--- config.mk ---
export PLATFORM = sky130hd
export DESIGN_NAME = fifo_thresholds
export DESIGN_NICKNAME = d
export VERILOG_FILES = /design/src/rtl/fifo_thresholds_pkg.sv /design/src/rtl/fifo_mem.sv /design/src/rtl/fifo_thresholds.sv
export SDC_FILE = /design/constraint.sdc
export NUM_CORES = 1
export LEC_CHECK = 0
export BUFFER_PORTS_ARGS = -buffer_cell sky130_fd_sc_hd__buf_2
export CAP_MARGIN = 20
export CORE_MARGIN = 2
export CORE_UTILIZATION = 30
export DETAILED_ROUTE_END_ITERATION = 16
export PLACE_DENSITY = 0.46
export SYNTH_ARGS = -nofsm -noshare
export SYNTH_HDL_FRONTEND = slang
export SYNTH_SLANG_ARGS = --single-unit
--- constraint.sdc ---
create_clock -name clk -period 4.8 [get_ports clk]
set_input_delay 0.96 -clock clk [delete_from_list [all_inputs] [get_ports clk]]
set_output_delay 0.96 -clock clk [all_outputs]
set_load 0.05 [all_outputs]
--- src/rtl/fifo_thresholds_pkg.sv ---
// Shared defaults for the lane FIFOs that surround the round-robin arbiter.
package fifo_thresholds_pkg;
  localparam int FT_DATA_WIDTH = 6;
  localparam int FT_ADDR_WIDTH = 3;
  localparam int FT_AF_LEVEL   = 6;
  localparam int FT_AE_LEVEL   = 2;
endpackage

--- src/rtl/fifo_mem.sv ---
// DEPTH x DATA_WIDTH storage: registered write port, asynchronous read port.
module fifo_mem #(
  parameter int DATA_WIDTH = 6,
  parameter int ADDR_WIDTH = 3
) (
  input  logic                  clk,
  input  logic                  we_i,
  input  logic [ADDR_WIDTH-1:0] waddr_i,
  input  logic [DATA_WIDTH-1:0] wdata_i,
  input  logic [ADDR_WIDTH-1:0] raddr_i,
  output logic [DATA_WIDTH-1:0] rdata_o
);
  localparam int DEPTH = 1 << ADDR_WIDTH;

  logic [DATA_WIDTH-1:0] mem_q [DEPTH];

  // Contents are deliberately left uninitialised; reads are masked while empty.
  always_ff @(posedge clk) begin
    if (we_i) mem_q[waddr_i] <= wdata_i;
  end

  assign rdata_o = mem_q[raddr_i];
endmodule

--- src/rtl/fifo_thresholds.sv ---
// Single-clock FWFT FIFO with almost-full/almost-empty thresholds and a sticky
// overflow/underflow flag. All outputs decode from registered state only.
module fifo_thresholds
  import fifo_thresholds_pkg::*;
#(
  parameter int DATA_WIDTH = FT_DATA_WIDTH,
  parameter int ADDR_WIDTH = FT_ADDR_WIDTH,
  parameter int AF_LEVEL   = FT_AF_LEVEL,
  parameter int AE_LEVEL   = FT_AE_LEVEL
) (
  input  logic                  clk,
  input  logic                  reset,
  input  logic                  push,
  input  logic [DATA_WIDTH-1:0] data_in,
  input  logic                  pop,
  output logic [DATA_WIDTH-1:0] data_out,
  output logic                  full,
  output logic                  empty,
  output logic                  almost_full,
  output logic                  almost_empty,
  output logic                  error,
  output logic [ADDR_WIDTH:0]   count
);
  localparam int                DEPTH   = 1 << ADDR_WIDTH;
  localparam logic [ADDR_WIDTH:0] DEPTH_C = (ADDR_WIDTH+1)'(DEPTH);
  localparam logic [ADDR_WIDTH:0] AF_C    = (ADDR_WIDTH+1)'(AF_LEVEL);
  localparam logic [ADDR_WIDTH:0] AE_C    = (ADDR_WIDTH+1)'(AE_LEVEL);

  logic [ADDR_WIDTH-1:0] wr_ptr_q, wr_ptr_d;
  logic [ADDR_WIDTH-1:0] rd_ptr_q, rd_ptr_d;
  logic [ADDR_WIDTH:0]   count_q, count_d;
  logic                  error_q, error_d;
  logic                  push_ok, pop_ok;
  logic [DATA_WIDTH-1:0] rdata;

  assign full         = (count_q == DEPTH_C);
  assign empty        = (count_q == '0);
  assign almost_full  = (count_q >= AF_C);
  assign almost_empty = (count_q <= AE_C);
  assign error        = error_q;
  assign count        = count_q;

  // A push into a full FIFO is fine when a pop frees the slot in the same cycle.
  assign push_ok = push && (!full || pop);
  assign pop_ok  = pop && !empty;

  always_comb begin
    wr_ptr_d = wr_ptr_q;
    rd_ptr_d = rd_ptr_q;
    count_d  = count_q;
    error_d  = error_q;
    if (push_ok) wr_ptr_d = wr_ptr_q + ADDR_WIDTH'(1);
    if (pop_ok)  rd_ptr_d = rd_ptr_q + ADDR_WIDTH'(1);
    case ({push_ok, pop_ok})
      2'b10:   count_d = count_q + (ADDR_WIDTH+1)'(1);
      2'b01:   count_d = count_q - (ADDR_WIDTH+1)'(1);
      default: count_d = count_q;
    endcase
    if ((push && full && !pop) || (pop && empty)) error_d = 1'b1;
  end

  always_ff @(posedge clk) begin
    if (reset) begin
      wr_ptr_q <= '0;
      rd_ptr_q <= '0;
      count_q  <= '0;
      error_q  <= 1'b0;
    end else begin
      wr_ptr_q <= wr_ptr_d;
      rd_ptr_q <= rd_ptr_d;
      count_q  <= count_d;
      error_q  <= error_d;
    end
  end

  fifo_mem #(
    .DATA_WIDTH (DATA_WIDTH),
    .ADDR_WIDTH (ADDR_WIDTH)
  ) u_mem (
    .clk     (clk),
    .we_i    (push_ok && !reset),
    .waddr_i (wr_ptr_q),
    .wdata_i (data_in),
    .raddr_i (rd_ptr_q),
    .rdata_o (rdata)
  );

  assign data_out = empty ? '0 : rdata;
endmodule
* After elaboration in Yosys (flattened, before gate mapping)
Memories as Yosys holds them, arrays and structs flattened. A register that Yosys moved wholly into a read port is not among the register bits. Index checks and enable logic that the tools add are counted.
Word-level totals: register bits after elaboration 11, bits in writable memories 48, input port bits 10, output and inout bits 15, logic and storage cells 34, memories kept 1
Memory list:
- u_mem.mem_q | words 8, bits a word 6, read ports 1, clocked after memory_dff 1, write ports 1, RTL line fifo_mem.sv:15 | logic [DATA_WIDTH-1:0] mem_q [DEPTH];
Operators by class: add/sub/neg operators 4, $lt $le $gt $ge 2, equal/unequal tests 3, muxes and demuxes 6, reductions and logical operators 14
Operators by type and width (count):
- one-hot mux 4 bit (2 select lines) | 1
- adder 3 x 1 -> 3 bit (second input constant) | 2
- logical AND 1 bit | 6
- 2-to-1 mux 3 bit | 2
- 2-to-1 mux 6 bit | 1
- adder 4 x 1 -> 4 bit (second input constant) | 1
- == test 4 bit (second input constant) | 1
- greater-or-equal comparator 4 x 3 -> 1 bit (second input constant) | 1
- <= comparator 4 x 2 -> 1 bit (second input constant) | 1
- zero test 1 bit | 4
- zero test 4 bit | 1
- subtractor 4 x 1 -> 4 bit (second input constant) | 1
- == test 2 x 1 -> 1 bit (second input constant) | 1
- == test 2 bit (second input constant) | 1
- logical OR 1 bit | 2
- 2-to-1 mux 1 bit | 2
- nonzero test 2 bit | 1

* Depth between registers and ports, before layout
word-level depth 7, mapped depth 10, gate-level depth less buffers 9

* By module
Synthesis repeated with hierarchy kept, for this count alone.
Unflattened totals: cell total of the unflattened synthesis 156, area total of the unflattened synthesis 2590.0 um^2
By module, submodules not included:
- fifo_mem | instances 1, cells an instance 82, area an instance 1901.8 um^2, sequential area each 1441.4 um^2
- fifo_thresholds | instances 1, cells an instance 74, area an instance 688.2 um^2, sequential area each 220.2 um^2

* Worst setup path after synthesis
Ideal clock, no wire load.
kind reg2reg, from register count_q[3] (netlist: count[3]), to register count_q[3] (netlist: count[3]), library setup time 0.121 ns, data arrival time 2.940 ns, data required time 4.679 ns, path slack 1.739 ns, stages on the path, launching flop included 8, buffers on the path 1, period minus slack after synthesis 3.061 ns, path through dfxtp_1 clkbuf_2 nor4_4 nor2b_2 ha_1 or3_1 o32ai_1 mux2_2
On the way: elaborated cells between the ends (all ways) 13, those cells by class 2 x add/sub; 3 x eq/ne; 1 x mux; 7 x reduce/logical
RTL lines:
- start: declaration | RTL line fifo_thresholds.sv:31 | logic [ADDR_WIDTH:0] count_q, count_d;
- start signal: assignment | RTL line fifo_thresholds.sv:71 | count_q <= count_d;
- zero test 4 bit (*) | RTL line fifo_thresholds.sv:37 | assign empty = (count_q == '0);
- net empty | RTL line fifo_thresholds.sv:18 | output logic empty,
- zero test 1 bit (*) | RTL line fifo_thresholds.sv:45 | assign pop_ok = pop && !empty;
- logical AND 1 bit (*) | RTL line fifo_thresholds.sv:45
- net pop_ok | RTL line fifo_thresholds.sv:33 | logic push_ok, pop_ok;
- == test 2 x 1 -> 1 bit / == test 2 bit (equally long branches) | RTL line fifo_thresholds.sv:54 | case ({push_ok, pop_ok})
- one-hot mux 4 bit (2 select lines) / nonzero test 2 bit (equally long branches)
Mark *: on every way through the listed nets, which the timed path passes. The rest lies on a longest branch. A chain may end at the register's enable or synchronous reset.

==> summary.txt <==
Run status
  – Outcome: completed

Worst hold path
  – Worst hold path depth: 2
  – Hold path endpoint: error
  – Worst hold path type: flip-flop to flip-flop
  – Worst hold start: error

Critical path
  – Arr. time, crit path: 2290 ps
  – Launching point of the worst reg2reg path: count[0]
  – Crit path cell chain: mux4_2 > mux2i_1 > nor2_1 > buf_2
  – Top delay family on crit path: flip-flops
  – Critical-path top delay cell: dfxtp_1
  – Crit path max fanout: 12
  – Reg-to-Reg End: count[2]
  – Critical path required time: 3840 ps
  – Cells on worst reg2reg path: 9
  – CP Launch Type: flip-flop
  – Worst setup EP type: output port
  – Max stage delay on crit path: 890 ps
  – Buf/Inv on CP: 1
  – CP Class: flip-flop to output port
  – Reg2reg setup slack: 2010 ps

Yosys
  – Synth Register Bits: 62
  – Ys Warns: 0
  – Sequential-to-total area share from yosys stat: 66.0%
  – Synthesized area: 0.00261 sq mm
  – Synth cell types: 38
  – Synthesized Nets: 179
  – Ys async rst share: 0%
  – Post-synth top flop: edfxtp_1
  – Post-synth EDFFs: 48
  – Synth Area per Inst: 15.9 sq um
  – Mapped Cells: 164

STA
  – Final Slew Violations: 0
  – Unrepaired setup endpoints after global routing: no
  – Max Freq: 308 MHz
  – Slew @ Worst Pin: 940 ps
  – Final count of hold timing violations: 0
  – Crit path time final: 3250 ps
  – Worst Clk Skew: 8.10 ps
  – Final Cycle Share: 67.6%
  – Setup TNS: 0 ps
  – Hold slack: 480 ps
  – Max_slew headroom: 37.2%
  – Setup violators final: 0

Floorplanning
  – Core area: 0.00859 sq mm
  – Die area: 0.00946 sq mm
  – DIE HEIGHT: 97.3 um
  – # IOs: 25
  – Cell row count: 34
  – Initial Util: 30.4%
  – Die W: 97.3 um

Drt
  – Final ANT Viol Nets: 0
  – DRC: 0
  – Detailed Routing Iterations Pass 1: 4
  – Avg Vias per Cell: 4.71
  – Wirelength, routed: 5.30 mm
  – Initial DRC count: 48
  – DR vias: 1,441
  – Post-DR wirelength/cell: 17.3 um

Final layout
  – Reg area: 0.00172 sq mm
  – Final cell count without fillers: 306
  – Layout cells sized above 1: 31.8%
  – Most frequent cells in the layout: edfxtp_1 (48), buf_2 (24), nor2_1 (22)
  – Area taken by multi-input logic gates: 837 sq um
  – Fill count: 840
  – NumNets Final: 208
  – Antenna Cells: 0
  – Most common cell after layout, fill and taps aside: edfxtp_1
  – Final Cell Area: 0.00302 sq mm
  – Layout area overhead: 15.6%

Placed design
  – Port bufs: 24
  – Placer Congestion: 0.705
  – Detail Placement HPWL: 3.49 mm
  – # placed instances: 290
  – Placed Area: 0.00284 sq mm

CTS
  – Worst-Skew Late Latency: 340 ps
  – CTS Hold Bufs: 0
  – Setup bufs post-CTS: 0
  – H-tree levels: 3
  – CTS tree: yes
  – CTS Buffer Depth: 2
  – Clock slew at reported path FFs: 70 ps
  – Post-CTS resize count: 0
  – CTS root buffer: clkbuf_8
  – Clock sinks: 62
  – Clock buffer count from CTS: 9

Power
  – Pwr Density: 593 mW/mm^2
  – Combinational Power Share: 38.2%
  – Seq pwr share: 39.6%
  – Pint: 1030 uW
  – Clock Power Share: 22.2%
  – LEAKAGE: 0.00104 uW
  – Sw frac: 42.2%
  – Worst vdd ir: 315 uV
  – Sw power: 754 uW

GRT
  – Initial antenna violation count: 0
  – Vias in the first global route: 1,591
  – Tot GR Track Use: 11.9%
  – Largest net degree at the start of global routing: 18
  – First-pass GRT wire length: 8.43 mm
  – Grt ovf: 0

Run
  – Max Cap Viol: 0
==> state kept, by name (all words and copies together), names as in the netlist, named ones only <==
signal,flops
count,4
rd_ptr_q,3
wr_ptr_q,3
u_mem.mem_q,48
error,1
==> area by class of cell <==
cell class | instances | area share [%]
sequential | 62 | 57.1
tap | 108 | 4.48
clock inverter | 7 | 1.62
multi-input combinational | 91 | 27.7
timing repair buffer | 27 | 4.73
clock buffer | 9 | 4.11
inverter | 2 | 0.249
==> Yosys cell counts, types with 2 or more instances <==
library cell | count | area share, %
or3_1 | 2 | 0.48
clkbuf_1 | 3 | 0.43
mux2i_1 | 9 | 3.5
mux4_2 | 12 | 10
xor2_1 | 5 | 1.7
o21ai_0 | 2 | 0.38
a21oi_1 | 4 | 0.77
ha_1 | 5 | 2.4
inv_1 | 2 | 0.29
nand2b_1 | 2 | 0.48
xnor2_1 | 2 | 0.67
dfxtp_1 | 14 | 11
nor3_1 | 4 | 0.77
nor2b_1 | 3 | 0.72
nand2_1 | 2 | 0.29
nor2_1 | 22 | 3.2
buf_6 | 2 | 0.86
nand3b_1 | 2 | 0.58
edfxtp_1 | 48 | 55
==> worst register-to-register path, cell delays in order, from the launching register on <==
cell and delay [ps]:
dfxtp_1 420, nor4_4 710, nor2b_2 190, ha_1 300
xor2_1 160, ha_1 190, a21oi_1 140, xor2_1 100
or3_1 320, a21oi_1 170
==> cell families after synthesis <==
logic type                 synth area share [%]
adders and majority gates                  2.40
AOI/OAI and AO/OA                          3.21
muxes                                      14.2
DFF                                        66.0
buffers and inverters                      2.40
xor gates and xnor gates                   2.35
and+or+nand+nor                            9.40
==> through the flow <==
stage / total power [uW] / setup slack [ps] / util, %
floorplan: 1270 / 1740 / -
global placement: 1390 / 1830 / 33.0
detailed placement: 1410 / 1670 / 33.0
CTS: 1810 / 1460 / 35.0
global route: 1880 / 1370 / 35.1
finish: 1790 / 1550 / 35.1
==> power groups by stage <==
| stage | clock network, uW | logic, uW | registers [uW] |
|---|---|---|---|
| 6_report | 397 | 683 | 708 |
| 5_1_grt | 430 | 728 | 722 |
| 4_1_cts | 411 | 692 | 710 |
| 3_5_place_dp | 0 | 690 | 722 |
| 3_3_place_gp | 0 | 679 | 715 |
| 2_1_floorplan | 0 | 554 | 713 |
==> worst max-delay path by stage <==
stage	start	end	slack (ps)	cells past startpoint
finish	flip-flop	data_out[1]	1550	4
global route	flip-flop	data_out[1]	1370	4
CTS	flip-flop	data_out[1]	1460	4
detailed placement	pop	u_mem.mem_q[4][4]	1670	5
global placement	pop	u_mem.mem_q[4][3]	1830	5
floorplan	count[3]	count[3]	1740	7
==> layer usage <==
layer	vias to the layer above	wire length [um]	global-route usage [%]
li1	677	-	-
met1	734	2400	14.5
met2	23	2660	19.4
met3	7	146	2.81
met4	0	92	6.41
met5	-	0	0
(Power assumes the default switching activity.)
